--- config.mk ---
export PLATFORM = sky130hd
export DESIGN_NAME = interrupt_controller
export DESIGN_NICKNAME = d
export VERILOG_FILES = /design/src/rtl/interrupt_controller.sv
export SDC_FILE = /design/constraint.sdc
export NUM_CORES = 1
export LEC_CHECK = 0
export ABC_CLOCK_PERIOD_IN_PS = 1750
export CAP_MARGIN = 15
export CORE_MARGIN = 4
export CORE_UTILIZATION = 30
export DETAILED_ROUTE_END_ITERATION = 10
export PLACE_DENSITY = 0.59
export REMOVE_ABC_BUFFERS = 1
export SYNTH_ARGS = -nofsm -noshare
export SYNTH_HDL_FRONTEND = slang
export SYNTH_SLANG_ARGS = --single-unit
--- constraint.sdc ---
create_clock -name clk -period 1.75 [get_ports clk]
set_input_delay 0.175 -clock clk [delete_from_list [all_inputs] [get_ports clk]]
set_output_delay 0.175 -clock clk [all_outputs]
set_load 0.05 [all_outputs]
--- src/rtl/interrupt_controller.sv ---
// Interrupt controller with edge-triggered pending latches, a per-line enable
// mask, fixed priority (line 0 highest) and a single non-nesting service slot.
//
// Ports:
//   clk           - clock, all registers update on the rising edge
//   reset         - asynchronous active-high reset
//   interruptions - raw interrupt lines, synchronous to clk
//   enable_we     - write strobe for the enable register
//   enable_in     - new enable value (1 = line enabled)
//   enable_out    - current enable register
//   int_req       - interrupt request to the cpu
//   int_vector    - index of the requested line, valid while int_req = 1
//   int_ack       - cpu pulse: vector taken
//   int_eoi       - cpu pulse: end of service
//   pending       - latched edges not yet acknowledged
//   in_service    - one-hot line being serviced, 0 when none
module interrupt_controller #(
   parameter int N_IRQ = 8,
   localparam int VW = (N_IRQ > 1) ? $clog2(N_IRQ) : 1
) (
   input  logic             clk,
   input  logic             reset,
   input  logic [N_IRQ-1:0] interruptions,
   input  logic             enable_we,
   input  logic [N_IRQ-1:0] enable_in,
   output logic [N_IRQ-1:0] enable_out,
   output logic             int_req,
   output logic [VW-1:0]    int_vector,
   input  logic             int_ack,
   input  logic             int_eoi,
   output logic [N_IRQ-1:0] pending,
   output logic [N_IRQ-1:0] in_service
);

   typedef enum logic [1:0] {IDLE, REQUEST, SERVICE} state_t;

   state_t           state, state_next;
   logic [N_IRQ-1:0] prev;
   logic [N_IRQ-1:0] edges;
   logic [N_IRQ-1:0] eligible;
   logic [N_IRQ-1:0] clr;
   logic [N_IRQ-1:0] pending_next;
   logic [N_IRQ-1:0] in_service_next;
   logic             int_req_next;
   logic [VW-1:0]    int_vector_next;

   // Lowest set index wins: scan from the top so the last hit is the lowest.
   function automatic logic [VW-1:0] highest_priority(input logic [N_IRQ-1:0] v);
      logic [VW-1:0] idx;
      idx = '0;
      for (int i = N_IRQ - 1; i >= 0; i--) begin
         if (v[i]) idx = VW'(i);
      end
      return idx;
   endfunction

   function automatic logic [N_IRQ-1:0] one_hot(input logic [VW-1:0] idx);
      logic [N_IRQ-1:0] r;
      r = '0;
      r[idx] = 1'b1;
      return r;
   endfunction

   assign edges    = interruptions & ~prev;
   // Uses the registered enable, so a same-cycle enable write cannot affect
   // the IDLE decision.
   assign eligible = pending & enable_out;

   always_comb begin
      state_next      = state;
      int_req_next    = int_req;
      int_vector_next = int_vector;
      in_service_next = in_service;
      clr             = '0;
      unique case (state)
         IDLE: begin
            if (|eligible) begin
               state_next      = REQUEST;
               int_req_next    = 1'b1;
               int_vector_next = highest_priority(eligible);
            end
         end
         REQUEST: begin
            if (int_ack) begin
               clr             = one_hot(int_vector);
               in_service_next = one_hot(int_vector);
               int_req_next    = 1'b0;
               state_next      = SERVICE;
            end
         end
         SERVICE: begin
            if (int_eoi) begin
               in_service_next = '0;
               state_next      = IDLE;
            end
         end
         default: begin
            state_next   = IDLE;
            int_req_next = 1'b0;
         end
      endcase
      // Clear before set: a new edge on the acknowledged line keeps it pending.
      pending_next = (pending & ~clr) | edges;
   end

   always_ff @(posedge clk or posedge reset) begin
      if (reset) begin
         state      <= IDLE;
         int_req    <= 1'b0;
         int_vector <= '0;
         pending    <= '0;
         in_service <= '0;
         enable_out <= '1;
         // All ones so lines already high at release do not look like edges.
         prev       <= '1;
      end else begin
         state      <= state_next;
         int_req    <= int_req_next;
         int_vector <= int_vector_next;
         pending    <= pending_next;
         in_service <= in_service_next;
         prev       <= interruptions;
         if (enable_we) enable_out <= enable_in;
      end
   end

endmodule

==> results_dict.tcl, run 1 <==
set metrics [dict create \
    arrival_ns 1.48 \
    pwr-share-seq_pct 38.8 \
    pwr-share-clk_pct 17.2 \
    synth_edf_count 0 \
    insertion_delay_ns 0.29 \
    first_pass_iters 5 \
    htree_levels 2 \
    grt_first_pass_wirelength_mm 5.934 \
    p_switching_mw 1.592 \
    core_area_mm2 0.004817 \
    dieWidth_um 79.07 \
    dp_hpwl_mm 2.714 \
    cts_buffer_depth 2 \
    post_cts_buffers 0 \
    area_growth_pct 40.38 \
    async_flop_share_pct 100.0 \
    ctsRootBufferMaster "clkbuf_8" \
    clkTransAtPathRegs_ns 0.07 \
    clock_sinks 38 \
    cp.required_ns 1.57 \
    hold_class "in2async" \
    maxSlewViolCount 0 \
    start_kind "register" \
    synth_top_area_share_pct 36.33 \
    ys_ff_latch 38 \
    ys_top_cells_by_count "25 x nand2_1, 22 x dfrtp_1, 16 x dfstp_2, 14 x o21ai_0, 11 x inv_1" \
    yosysTopAreaCell "dfrtp_1" \
    num_vias 1176 \
    hold_buffers 0 \
    postRouteWirelength_mm 3.526 \
    min_period_over_period_pct 94.65 \
    synth_most_common_cell "nand2_1" \
    p_int_mw 1.950 \
    drc 0 \
    cp_max_fo 2 \
    first_iter_violations 64 \
    finalSetupViolCount 0 \
    diodes 0 \
    io_buffer_count 48 \
    fin_crit_ns 1.656 \
    postLayoutCoreUtil_pct 44.16 \
    avgSynthCellArea_um2 11.75 \
    worst_path_dominant_cell_family "buffers and inverters" \
    hold_slack_ns 0.3002 \
    rows 25 \
    fin_area_mm2 0.002127 \
    critPathMaxStageDelay_ns 0.83 \
    cp-end-kind "primary output" \
    p_per_area_mw_per_mm2 1665 \
    yosysSeqAreaShare_pct 64.08 \
    drv_cap 0 \
    grt_max_degree 39 \
    drt-wirelength-per-cell_um 13.99 \
    rsz0062_at_grt "false" \
    synth_area_leaders "dfrtp_1 36%, dfstp_2 28%, nand2_1 6.2%" \
    setup_ws_ns 0.09362 \
    tritoncts "done" \
    drive_gt1_share_pct 29.73 \
    antenna_left 0 \
    post_cts_resize_count 0 \
    ir_drop_mv 0.8216 \
    p_sw_share_pct 44.94 \
    die_h_um 79.07 \
    report.power.total_mw 3.542 \
    viasPerCell 4.667 \
    hold_violations 0 \
    skew_ns 0.007556 \
    antenna_found_initial 0 \
    maxClockFrequency_mhz 603.7 \
    instances_no_fill 252 \
    tns_ns 0 \
    pwr-share-comb_pct 44.1 \
    crit_type "reg2out" \
    die-area_mm2 0.006252 \
    grt_usage_pct 12.45 \
    pre_cts_ws_ns 0.1247 \
    status "finished, final reports clean" \
    syn_inst 129 \
    dpl-instance-area_mm2 0.002033 \
    top_level_ports 49 \
    netlist_area_mm2 0.001515 \
    nets 205 \
    crit_chain "clkdlybuf4s50_1" \
    grt_pass1_vias 1262 \
    cts_buffers 5 \
    overflow 0 \
    cp_slowest_cell "clkdlybuf4s50_1" \
    initial_core_util_pct 31.45 \
    slew_headroom_pct 64.91 \
    gp_congestion 0.7409 \
    synth_top_flop_cell "dfrtp_1" \
    yosys_warnings 0 \
    path_buf_inv 1 \
    dp.cells 244 \
    yosysUniqueCellTypes 23 \
    worst_slew_pin_slew_ns 0.5247 \
    total_leakage_power_nw 0.9343 \
]
[cells by family (layout without fill, tap and decap cells)]
family / count (synthesis) / count (layout) / synth area share [%]
AOI/OAI and AO/OA: 35 / 35 / 15.69
buffers and inverters: 12 / 68 / 2.973
DFF: 38 / 38 / 64.08
muxes: 8 / 8 / 5.946
and+or+nand+nor: 36 / 36 / 11.31
[worst reg2reg max path: stages (launching register included)]
cell,delay (ns)
dfrtp_1,0.46
and3b_2,0.31
nand2_1,0.16
o31ai_1,0.25
o21ai_1,0.09
[flip-flops by register name, indices dropped and copies added (netlist names)]
| name | flops |
|---|---|
| enable_out | 8 |
| in_service | 8 |
| int_req | 1 |
| int_vector | 3 |
| pending | 8 |
| prev | 8 |
| state | 2 |
[power by group through the flow]
stage | Sequential, mW | Clock, mW | Combinational (mW)
floorplan | 1.97 | 0 | 0.432
global placement | 1.39 | 0 | 1.55
detailed placement | 1.39 | 0 | 1.58
CTS | 1.38 | 0.639 | 1.58
global route | 1.41 | 0.678 | 1.67
finish | 1.37 | 0.608 | 1.56
[metal layers]
metal	vias up	global-route usage, %	routed length, um
met4	0	4.124	51
met3	6	6.122	308
met5	-	0	0
met1	571	14.77	1490
met2	38	19.70	1676
li1	561	-	-
[cell usage in the layout (no fill, tap or decap), drive strengths merged, types with 2 or more instances in the layout]
master / instances
mux2: 8
inv: 11
a32o: 4
dfrtp: 22
nand2b: 2
a21oi: 4
a22oi: 4
or3: 2
o21ai: 16
buf: 21
nor2: 3
dfstp: 16
a31oi: 2
clkbuf: 7
nand2: 25
clkdlybuf4s50: 27
o31ai: 3
[cell type report]
class	instances	area, um2
fillers	472	2690
flip-flops and latches	38	970.9
multi-input cells	79	499.2
repair buffers	49	440.4
clock buffers	7	86.33
well taps	67	83.83
inverters	11	41.29
clock inverters	1	5.005
[worst paths after layout]
check                                      start       endpoint  slack [ns]  cells past startpoint
worst max-delay path               in_service[7]  in_service[7]        0.09                      1
worst min-delay path                       reset     pending[5]        0.30                      3
worst max register to register          state[1]     pending[1]        0.36                      4
worst min register to register           int_req        int_req        0.49                      2
max in group asynchronous                  reset        prev[0]        1.10                      3
min in group clk                interruptions[6]        prev[6]        0.31                      1
(Power assumes the default switching activity.)
==> run 2, diff against run 1 <==
Settings changed: CTS_CLUSTER_SIZE set to 8, TNS_END_PERCENT set to 20.
==> results of run 2 <==
Same layout as run 1: the final DEF is identical, and so are final timing and power.
==> run 3, diff against run 2 <==
Settings changed: CTS_CLUSTER_SIZE 8 to not set.
==> results of run 3 <==
Same layout as run 1: the final DEF is identical, and so are final timing and power.
